$ cat src/rtl/pwm_ctrl_pkg.sv
// Shared definitions for the PWM duty controller.
//   - state_t: button-sequencing FSM states
//   - BTN_*: index of each button in the conditioned button vector
//   - step_of(): signed duty step for a button index, given the fine and
//     coarse step magnitudes chosen by the instantiating module
package pwm_ctrl_pkg;

    typedef enum logic [1:0] {
        IDLE    = 2'd0,
        HOLD    = 2'd1,
        REPEAT  = 2'd2,
        LOCKOUT = 2'd3
    } state_t;

    localparam int NUM_BTN = 4;

    localparam logic [1:0] BTN_INC  = 2'd0;
    localparam logic [1:0] BTN_INC1 = 2'd1;
    localparam logic [1:0] BTN_DEC  = 2'd2;
    localparam logic [1:0] BTN_DEC1 = 2'd3;

    // Per-button step table: direction and whether the coarse magnitude applies.
    localparam int STEP_SIGN      [NUM_BTN] = '{1, 1, -1, -1};
    localparam bit STEP_IS_COARSE [NUM_BTN] = '{1'b0, 1'b1, 1'b0, 1'b1};

    function automatic int step_of(input logic [1:0] idx, input int fine, input int coarse);
        int mag;
        mag = STEP_IS_COARSE[idx] ? coarse : fine;
        return STEP_SIGN[idx] * mag;
    endfunction

endpackage

$ cat src/rtl/btn_debounce.sv
// Conditions one raw, asynchronous, active-low push button.
// Ports:
//   clk_i    system clock
//   reset_i  synchronous active-high reset (button reads as released)
//   btn_n_i  raw button level, active-low, asynchronous
//   level_o  debounced level; 0 = pressed
// The debounced level only follows the synchronised input once the two have
// disagreed for DB_CYCLES consecutive cycles; any agreement restarts the count.
module btn_debounce #(
    parameter int DB_CYCLES = 500000
) (
    input  logic clk_i,
    input  logic reset_i,
    input  logic btn_n_i,
    output logic level_o
);

    localparam int CW = (DB_CYCLES < 2) ? 1 : $clog2(DB_CYCLES + 1);
    localparam logic [CW-1:0] CNT_LAST = CW'(DB_CYCLES - 1);

    logic          sync1_q;
    logic          sync2_q;
    logic          level_q;
    logic [CW-1:0] cnt_q;

    // Two-flop synchroniser followed by the stability counter. The counter
    // holds the number of consecutive cycles already seen with a mismatch,
    // so the level flips on the DB_CYCLES-th mismatching cycle.
    always_ff @(posedge clk_i) begin
        if (reset_i) begin
            sync1_q <= 1'b1;
            sync2_q <= 1'b1;
            level_q <= 1'b1;
            cnt_q   <= '0;
        end else begin
            sync1_q <= btn_n_i;
            sync2_q <= sync1_q;
            if (sync2_q == level_q) begin
                cnt_q <= '0;
            end else if (cnt_q == CNT_LAST) begin
                level_q <= sync2_q;
                cnt_q   <= '0;
            end else begin
                cnt_q <= cnt_q + CW'(1);
            end
        end
    end

    assign level_o = level_q;

endmodule

$ cat src/rtl/pwm_duty_ctrl.sv
// Push-button PWM duty controller.
// Ports:
//   clkin         system clock
//   reset         synchronous active-high reset
//   inc/inc1      raw active-low buttons: +STEP_FINE / +STEP_COARSE
//   dec/dec1      raw active-low buttons: -STEP_FINE / -STEP_COARSE
//   duty          target duty (feeds the display)
//   duty_active   duty in force for the current PWM period
//   count         period counter, 0..PERIOD-1
//   pwm           PWM output, high while count < duty_active
//   period_start  high while count == PERIOD-1
//   sat           one-cycle pulse when a step result was clamped
module pwm_duty_ctrl
    import pwm_ctrl_pkg::*;
#(
    parameter int PERIOD        = 50,
    parameter int W             = 8,
    parameter int DUTY_INIT     = 0,
    parameter int STEP_FINE     = 1,
    parameter int STEP_COARSE   = 5,
    parameter int DB_CYCLES     = 500000,
    parameter int HOLD_CYCLES   = 25000000,
    parameter int REPEAT_CYCLES = 5000000
) (
    input  logic         clkin,
    input  logic         reset,
    input  logic         inc,
    input  logic         inc1,
    input  logic         dec,
    input  logic         dec1,
    output logic [W-1:0] duty,
    output logic [W-1:0] duty_active,
    output logic [W-1:0] count,
    output logic         pwm,
    output logic         period_start,
    output logic         sat
);

    localparam int TMAX = (HOLD_CYCLES > REPEAT_CYCLES) ? HOLD_CYCLES : REPEAT_CYCLES;
    localparam int TW   = $clog2(TMAX + 1);
    localparam logic [TW-1:0]       HOLD_LOAD   = TW'(HOLD_CYCLES - 1);
    localparam logic [TW-1:0]       REPEAT_LOAD = TW'(REPEAT_CYCLES - 1);
    localparam logic [W-1:0]        DUTY_RST    = W'(DUTY_INIT);
    localparam logic [W-1:0]        COUNT_LAST  = W'(PERIOD - 1);
    localparam logic [W-1:0]        DUTY_MAX    = W'(PERIOD);
    localparam logic signed [W:0]   PERIOD_S    = (W+1)'(PERIOD);

    logic [NUM_BTN-1:0] btnRaw;
    logic [NUM_BTN-1:0] btnLevel;
    logic [NUM_BTN-1:0] pressed;
    logic [2:0]         npress;
    logic [1:0]         pressIdx;

    state_t          state_q, state_d;
    logic [TW-1:0]   timer_q, timer_d;
    logic [1:0]      held_q, held_d;
    logic [W-1:0]    duty_q, duty_d;
    logic            sat_q, sat_d;
    logic [W-1:0]    count_q, count_d;
    logic [W-1:0]    duty_active_q, duty_active_d;

    logic            doStep;
    logic signed [W:0] stepVal;
    logic signed [W:0] stepSum;
    logic [W-1:0]    stepRes;
    logic            clipped;

    assign btnRaw[BTN_INC]  = inc;
    assign btnRaw[BTN_INC1] = inc1;
    assign btnRaw[BTN_DEC]  = dec;
    assign btnRaw[BTN_DEC1] = dec1;

    for (genvar g = 0; g < NUM_BTN; g++) begin : gen_db
        btn_debounce #(
            .DB_CYCLES(DB_CYCLES)
        ) u_db (
            .clk_i  (clkin),
            .reset_i(reset),
            .btn_n_i(btnRaw[g]),
            .level_o(btnLevel[g])
        );
    end

    assign pressed = ~btnLevel;

    // Number of pressed buttons and the index of one of them; the index is
    // only meaningful when exactly one button is down.
    always_comb begin
        npress   = '0;
        pressIdx = '0;
        for (int i = 0; i < NUM_BTN; i++) begin
            npress = npress + {2'b00, pressed[i]};
            if (pressed[i]) begin
                pressIdx = 2'(i);
            end
        end
    end

    // Button sequencing. A different single button appearing while one is
    // held counts as a release, so the newcomer is stepped from IDLE on the
    // next cycle with a fresh hold delay.
    always_comb begin
        state_d = state_q;
        timer_d = timer_q;
        held_d  = held_q;
        doStep  = 1'b0;
        case (state_q)
            IDLE: begin
                if (npress == 3'd1) begin
                    doStep  = 1'b1;
                    held_d  = pressIdx;
                    timer_d = HOLD_LOAD;
                    state_d = HOLD;
                end else if (npress > 3'd1) begin
                    state_d = LOCKOUT;
                end
            end
            HOLD, REPEAT: begin
                if (npress > 3'd1) begin
                    state_d = LOCKOUT;
                end else if (npress == 3'd0 || pressIdx != held_q) begin
                    state_d = IDLE;
                end else if (timer_q == '0) begin
                    doStep  = 1'b1;
                    timer_d = REPEAT_LOAD;
                    state_d = REPEAT;
                end else begin
                    timer_d = timer_q - TW'(1);
                end
            end
            LOCKOUT: begin
                if (npress == 3'd0) begin
                    state_d = IDLE;
                end
            end
            default: state_d = IDLE;
        endcase
    end

    // Step arithmetic in one extra signed bit so both overshoot directions
    // are visible before clamping to 0..PERIOD.
    always_comb begin
        stepVal = (W+1)'(step_of(pressIdx, STEP_FINE, STEP_COARSE));
        stepSum = $signed({1'b0, duty_q}) + stepVal;
        clipped = 1'b0;
        if (stepSum[W]) begin
            stepRes = '0;
            clipped = 1'b1;
        end else if (stepSum > PERIOD_S) begin
            stepRes = DUTY_MAX;
            clipped = 1'b1;
        end else begin
            stepRes = stepSum[W-1:0];
        end
        duty_d = doStep ? stepRes : duty_q;
        sat_d  = doStep & clipped;
    end

    // Period counter and shadow duty: the new duty is only taken on the
    // wrap edge, so every output period runs to completion.
    always_comb begin
        period_start  = (count_q == COUNT_LAST);
        count_d       = period_start ? '0 : count_q + W'(1);
        duty_active_d = period_start ? duty_q : duty_active_q;
    end

    // State registers.
    always_ff @(posedge clkin) begin
        if (reset) begin
            state_q       <= IDLE;
            timer_q       <= '0;
            held_q        <= '0;
            duty_q        <= DUTY_RST;
            sat_q         <= 1'b0;
            count_q       <= '0;
            duty_active_q <= DUTY_RST;
        end else begin
            state_q       <= state_d;
            timer_q       <= timer_d;
            held_q        <= held_d;
            duty_q        <= duty_d;
            sat_q         <= sat_d;
            count_q       <= count_d;
            duty_active_q <= duty_active_d;
        end
    end

    assign duty        = duty_q;
    assign duty_active = duty_active_q;
    assign count       = count_q;
    assign sat         = sat_q;
    assign pwm         = (count_q < duty_active_q);

endmodule

$ cat config.mk
export PLATFORM = sky130hd
export DESIGN_NAME = pwm_duty_ctrl
export DESIGN_NICKNAME = d
export VERILOG_FILES = /design/src/rtl/pwm_ctrl_pkg.sv /design/src/rtl/btn_debounce.sv /design/src/rtl/pwm_duty_ctrl.sv
export SDC_FILE = /design/constraint.sdc
export NUM_CORES = 1
export LEC_CHECK = 0
export ABC_AREA = 1
export CAP_MARGIN = 20
export CELL_PAD_IN_SITES_DETAIL_PLACEMENT = 0
export CELL_PAD_IN_SITES_GLOBAL_PLACEMENT = 1
export CORE_UTILIZATION = 45
export DETAILED_ROUTE_END_ITERATION = 16
export PLACE_DENSITY = 0.78
export RECOVER_POWER = 25
export REMOVE_ABC_BUFFERS = 1
export SYNTH_ARGS = -nofsm -noshare
export SYNTH_HDL_FRONTEND = slang
export SYNTH_SLANG_ARGS = --single-unit
export TNS_END_PERCENT = 10
$ cat constraint.sdc
create_clock -name clkin -period 4.1 [get_ports clkin]
set_input_delay 0.82 -clock clkin [delete_from_list [all_inputs] [get_ports clkin]]
set_output_delay 0.82 -clock clkin [all_outputs]
set_load 0.005 [all_outputs]
==> flow_summary_export.csv, run 1 <==
group,metric,value,unit
global_route,initial_antenna_violation_count,0,
pwr,cellPowerDensity,355,nW/um^2
logic_synthesis,postSynthRegisterBits,142,
logic_synthesis,synthDominantCellAreaShare,38.5,%
logic_synthesis,synthTopCellsByCount,"sky130_fd_sc_hd__nand2_1, sky130_fd_sc_hd__dfxtp_1, sky130_fd_sc_hd__inv_1, sky130_fd_sc_hd__nor2_1, sky130_fd_sc_hd__a21oi_1",
finish,area_delta_synth_final,15.2,%
logic_synthesis,synth_area,7380,um^2
place,place_hpwl,11500,um
timing,hold-worst-slack,0.407,ns
critical_path,timing.setup.critical_path_class,"reg2out",
timing,min_period,3.17,ns
cts,clk-insertion-delay-late,0.42,ns
floorplanning,initial_core_utilization,46.3,%
cts,ctsResizeCount,0,
cts,cts_tree,"built",
timing,setup_violations,0,
global_route,globalRoute.totalOverflow,0,
logic_synthesis,synth_warnings,0,
logic_synthesis,average_footprint_of_a_synthesized_cell,7.22,um^2
floorplanning,core_area,15900,um^2
timing,finalHoldViolCount,0,
cts,cts_buffers,17,
global_route,track_usage,20.0,%
critical_path,cp_data_arrival_time,2.35,ns
routing,drt_wl_total,15800,um
pwr,report.power.total,3.02,mW
flow_run,max_cap_viol_count,1,
logic_synthesis,synth.area.top_cells,"sky130_fd_sc_hd__dfxtp_1, sky130_fd_sc_hd__nand2_1, sky130_fd_sc_hd__inv_1",
finish,design.final.nets,1105,
routing,vias_per_cell,4.92,
critical_path,timing.critical_path.fanout_max,13,
timing,final_min_period_over_clock_period,77.3,%
logic_synthesis,synth.lib_cells_used.distinct,46,
critical_path,worst_setup_path_start_kind,"flop",
pwr,vdd.ir_drop.worst,0.313,mV
routing,post_drt_wl_per_cell,12.2,um
cts,cts_buffer_depth,2,
logic_synthesis,synthCells,1022,
floorplanning,ios,33,
min_path,hold_path_end,"gen_db[3].u_db.sync2_q",
critical_path,rr_endpoint,"timer_q[17]",
pwr,power.static_leakage,3.52,nW
min_path,hold_depth,1,
finish,stdcell_area,8500,um^2
critical_path,reg2reg_depth,15,
timing,measured_slew_at_the_worst_slew_check_pin,1.52,ns
routing,vias,6338,
cts,clkSlewWorstSetupHoldPaths,0.06,ns
timing,timing.max_slew.rel_slack,-1.90,%
cts,clock_tree.root_cell,"sky130_fd_sc_hd__clkbuf_16",
critical_path,critPathRequiredTime,3.28,ns
place,postPlaceCellArea,7930,um^2
floorplanning,die_w,130,um
timing,clock.fmax,316,MHz
timing,timing.setup.tns,0,ns
timing,timing_max_transition_violations_final,20,
finish,post_route_cells_drive_above_1_share,6.24,%
critical_path,r2r_setup_slack,0.99,ns
finish,fill_cells,1636,
cts,holdBufCountCts,0,
global_route,grt_max_degree,28,
outcome,status,"finished with violations",
place,last_weighted_congestion_value_of_the_routability_driven_placer,0.862,
finish,ff_latch_area,2840,um^2
routing,detail_route.drc_violations,0,
place,portBuffers,32,
cts,post-cts-setup-buffer-count,0,
logic_synthesis,seq_total_area_yosys,38.5,%
global_route,number_of_global_route_vias_before_repair,5919,
timing,post_route_skew,0.00934,ns
outcome,violations_in_the_final_reports,"max-capacitance violations, max-slew violations",
logic_synthesis,synth-edff-count,0,
floorplanning,die_area,16900,um^2
timing,unrepaired_setup_endpoints_after_global_routing,"no",
critical_path,reg2reg_from,"gen_db[3].u_db.level_o",
routing,antenna_violating_nets_post_route,0,
floorplanning,die_h,130,um
finish,antennaDiodeCount,0,
logic_synthesis,yosysMostFrequentCell,"sky130_fd_sc_hd__nand2_1",
logic_synthesis,synth-async-reset-ratio,0,%
critical_path,setup_crit_end_kind,"output port",
logic_synthesis,netlist.top_cell.by_area,"sky130_fd_sc_hd__dfxtp_1",
min_path,worst_hold_path_type,"reg2reg",
cts,cts-htree-levels,4,
routing,first_iter_violations,307,
floorplanning,std_cell_rows,46,
finish,multi_input_area,3910,um^2
min_path,hold_path.startpoint,"gen_db[3].u_db.sync1_q",
logic_synthesis,synth-main-ff-cell,"sky130_fd_sc_hd__dfxtp_1",
cts,clock_sinks,142,
global_route,grt_first_pass_wirelength,27000,um
routing,first_pass_iters,4,
==> registers in the layout, indices dropped and copies added (netlist names) <==
name	flops
gen_db.u_db.level_o	4
gen_db.u_db.sync2_q	4
duty_active	8
gen_db.u_db.cnt_q	76
sat	1
held_q	2
gen_db.u_db.sync1_q	4
duty	8
count	8
state_q	2
timer_q	25
==> placed cells by master (no fill, tap or decap), drive strengths merged, types with 2 or more instances in the layout <==
cell / count
nand2: 188
a22oi: 2
xnor2: 12
clkinv: 7
nand3b: 6
a21oi: 69
o211ai: 3
nor4: 6
o21bai: 4
nand3: 59
clkdlybuf4s50: 23
dfxtp: 142
ha: 35
o21ai: 54
nor2: 137
o21a: 5
xor2: 20
bufinv: 3
a211oi: 2
clkinvlp: 3
a31oi: 7
dlygate4sd3: 9
or2: 14
nand4: 34
clkbuf: 23
nor3b: 15
fa: 2
inv: 143
and2: 2
nor3: 39
==> worst max path at each step <==
stage / start / endpoint / slack, ns / depth (start not counted)
final: count[1] / period_start / 0.93 / 8
after global routing: gen_db[3].u_db.level_o / timer_q[17] / 0.66 / 15
after CTS: count[3] / pwm / 0.93 / 7
after detailed placement: gen_db[3].u_db.level_o / timer_q[15] / 1.01 / 15
after global placement: gen_db[3].u_db.level_o / timer_q[15] / 1.06 / 15
after floorplan: gen_db[3].u_db.level_o / timer_q[15] / 1.50 / 15
==> per-stage QoR <==
step                      std cells  setup slack (ns)  utilization, %
final                          1289             0.933            53.3
after global routing           1289             0.655            53.3
after floorplan                1007              1.50               -
after detailed placement       1259              1.01            49.7
after global placement         1259              1.06            49.7
after CTS                      1289             0.925            53.5
==> power breakdown <==
| part | internal (mW) | switching (mW) | leakage [nW] |
|---|---|---|---|
| logic | 0.0257 | 0.0330 | 2.09 |
| clock network | 0.978 | 0.588 | 0.287 |
| registers | 1.39 | 0.00681 | 1.15 |
==> metal layers <==
layer  routed length [um]  GRT usage (%)  vias to the layer above
li1                     -              -                     3427
met3                  396           4.84                       12
met5                    0              0                        -
met1                 8030           26.2                     2860
met2                 7230           32.9                       39
met4                  111           5.06                        0
==> critical path, stage by stage, from the launching register on <==
cell and delay (ns):
sky130_fd_sc_hd__dfxtp_1 0.44, sky130_fd_sc_hd__inv_1 0.07, sky130_fd_sc_hd__ha_1 0.18, sky130_fd_sc_hd__nand2_1 0.07, sky130_fd_sc_hd__nor2_1 0.04, sky130_fd_sc_hd__nand2_1 0.07, sky130_fd_sc_hd__clkbuf_1 0.41, sky130_fd_sc_hd__inv_1 0.16
sky130_fd_sc_hd__clkdlybuf4s50_1 0.49
==> kinds of logic after synthesis <==
kind of cell	after synthesis	synth area share (%)
XOR/XNOR	32	3.80
adder cells (fa/ha/maj)	37	6.48
flip-flops	142	38.5
AO/OA/AOI/OAI	149	11.0
AND/OR/NAND/NOR	502	31.8
buffers and inverters	160	8.34
==> cell type report <==
| class | instances | share of cell area (%) |
|---|---|---|
| multi-input cells | 720 | 46.0 |
| flip-flops and latches | 142 | 33.4 |
| inverters | 145 | 6.42 |
| clock buffers | 19 | 5.33 |
| repair buffers | 36 | 3.94 |
| well taps | 216 | 3.18 |
| clock inverters | 11 | 1.66 |
No activity file was read; power rests on OpenSTA's default activity.
==> run 2: changes to the inputs <==
clock period = 3.25 ns   (was 4.1 ns; I/O delays follow)
==> run 2 against run 1 <==
Net effect: the flow still finishes with violations (max-capacitance violations, max-slew violations); combinational power grew 29%; count of clock-buffer cells in the layout grew 3; global-route usage shrank 0.14 points; worst setup slack lost 0.68 ns; register-to-register slack lost 0.60 ns; utilization shrank 0.13 points; design area shrank 0.24%; die area is the same; clock power grew 13%; sequential cell count is the same; via count shrank 0.41%; critical endpoint is now pwm.
==> flow_summary_export.csv, run 2 (same netlist as run 1, synthesis figures left out) <==
group,metric,value,unit
timing,layout_setup_ws,0.254,ns
timing,measured_slew_at_the_worst_slew_check_pin,1.56,ns
place,last_weighted_congestion_value_of_the_routability_driven_placer,0.818,
global_route,grt_max_degree,30,
routing,vias,6312,
cts,cts_tree,"built",
place,postPlaceCellArea,7960,um^2
routing,first_pass_iters,4,
cts,post-cts-setup-buffer-count,0,
timing,min_period,3.00,ns
cts,holdBufCountCts,0,
routing,post_drt_wl_per_cell,12.0,um
routing,antenna_violating_nets_post_route,0,
critical_path,timing.critical_path.fanout_max,5,
cts,cts_buffer_depth,2,
finish,register_name_with_the_most_flops,"gen_db.u_db.cnt_q",
critical_path,worst_setup_path_start_kind,"flop",
finish,antennaDiodeCount,0,
floorplanning,std_cell_rows,46,
flow_run,max_cap_viol_count,1,
floorplanning,initial_core_utilization,46.3,%
pwr,report.power.total,3.61,mW
timing,post_route_skew,0.00717,ns
floorplanning,die_h,130,um
floorplanning,die_area,16900,um^2
pwr,cellPowerDensity,425,nW/um^2
finish,commonest_non_fill_non_tap_cell_in_the_layout,"sky130_fd_sc_hd__nand2_1",
timing,hold-worst-slack,0.406,ns
timing,clock.fmax,334,MHz
timing,unrepaired_setup_endpoints_after_global_routing,"no",
place,place_hpwl,11400,um
cts,cts-htree-levels,4,
outcome,status,"finished with violations",
outcome,violations_in_the_final_reports,"max-capacitance violations, max-slew violations",
routing,first_iter_violations,324,
critical_path,cp_data_arrival_time,2.35,ns
min_path,worst_hold_path_type,"reg2reg",
place,place_worst_setup_slack,0.446,ns
timing,timing_max_transition_violations_final,20,
routing,drt_wl_total,15500,um
timing,setup_violations,0,
floorplanning,core_area,15900,um^2
cts,clock_sinks,142,
critical_path,timing.setup.critical_path_class,"reg2out",
global_route,globalRoute.totalOverflow,0,
pwr,power.static_leakage,3.49,nW
place,portBuffers,32,
global_route,grt_first_pass_wirelength,26700,um
finish,stdcell_area,8480,um^2
finish,largest_register_ff_count,76,
timing,timing.max_slew.rel_slack,-4.38,%
global_route,number_of_global_route_vias_before_repair,5811,
timing,final_min_period_over_clock_period,92.2,%
cts,clkSlewWorstSetupHoldPaths,0.06,ns
timing,finalHoldViolCount,0,
critical_path,setup_crit_end_kind,"output port",
cts,clock_tree.root_cell,"sky130_fd_sc_hd__clkbuf_16",
global_route,initial_antenna_violation_count,0,
routing,detail_route.drc_violations,0,
finish,design.final.nets,1107,
finish,area_delta_synth_final,15.0,%
critical_path,critPathRequiredTime,2.60,ns
finish,most-common-layout-cells,"sky130_fd_sc_hd__nand2_1, sky130_fd_sc_hd__dfxtp_1, sky130_fd_sc_hd__inv_1",
global_route,track_usage,19.9,%
finish,post_route_cells_drive_above_1_share,6.59,%
floorplanning,ios,33,
timing,timing.setup.tns,0,ns
pwr,vdd.ir_drop.worst,0.395,mV
routing,vias_per_cell,4.88,
cts,clk-insertion-delay-late,0.42,ns
floorplanning,die_w,130,um
cts,cts_buffers,17,
cts,ctsResizeCount,0,
finish,layout_top_registers,"gen_db.u_db.cnt_q: 76 flops, timer_q: 25 flops",
run 2: final timing paths:
path,startpoint,end,slack (ns),depth (start not counted)
min,gen_db[3].u_db.sync1_q,gen_db[3].u_db.sync2_q,0.41,1
max,count[1],pwm,0.25,7
min reg2reg,gen_db[3].u_db.sync1_q,gen_db[3].u_db.sync2_q,0.41,1
max reg2reg,gen_db[1].u_db.level_o,timer_q[1],0.39,15
run 2: critical path, cell delays in order (launching register included):
cell,delay [ns]
sky130_fd_sc_hd__dfxtp_1,0.45
sky130_fd_sc_hd__ha_1,0.28
sky130_fd_sc_hd__a21oi_1,0.16
sky130_fd_sc_hd__o21ai_0,0.10
sky130_fd_sc_hd__a21o_1,0.18
sky130_fd_sc_hd__a21oi_1,0.14
sky130_fd_sc_hd__o21a_1,0.13
sky130_fd_sc_hd__clkdlybuf4s50_1,0.49
run 2: routing by layer:
metal / track usage [%] / up-vias / share of wire [%]
li1: - / 3443 / -
met1: 26.5 / 2806 / 52
met2: 31.8 / 49 / 45
met3: 4.72 / 14 / 2.7
met4: 5.81 / 0 / 0.97
met5: 0 / - / 0
run 2: metrics by stage:
stage	utilization [%]	cells
2_1_floorplan	-	1007
3_3_place_gp	49.9	1261
3_5_place_dp	49.9	1261
4_1_cts	53.3	1293
5_1_grt	53.2	1293
6_report	53.2	1293
run 2: where the power goes:
group	internal, mW	switching, mW
clock network	1.03	0.741
logic	0.0346	0.0413
registers	1.75	0.00858
run 2: final cells by class:
cell class | instances | area [um^2]
Tap cell | 216 | 270
Multi-Input combinational cell | 720 | 3910
Clock inverter | 10 | 65.1
Fill cell | 1605 | 7460
Sequential cell | 142 | 2840
Timing Repair Buffer | 38 | 370
Inverter | 145 | 546
Clock buffer | 22 | 474
==> run 3: changes to the inputs <==
SLEW_MARGIN = 20   (was not set)
==> results of run 3 <==
The final DEF is identical to that of run 2; final timing and power are the same.
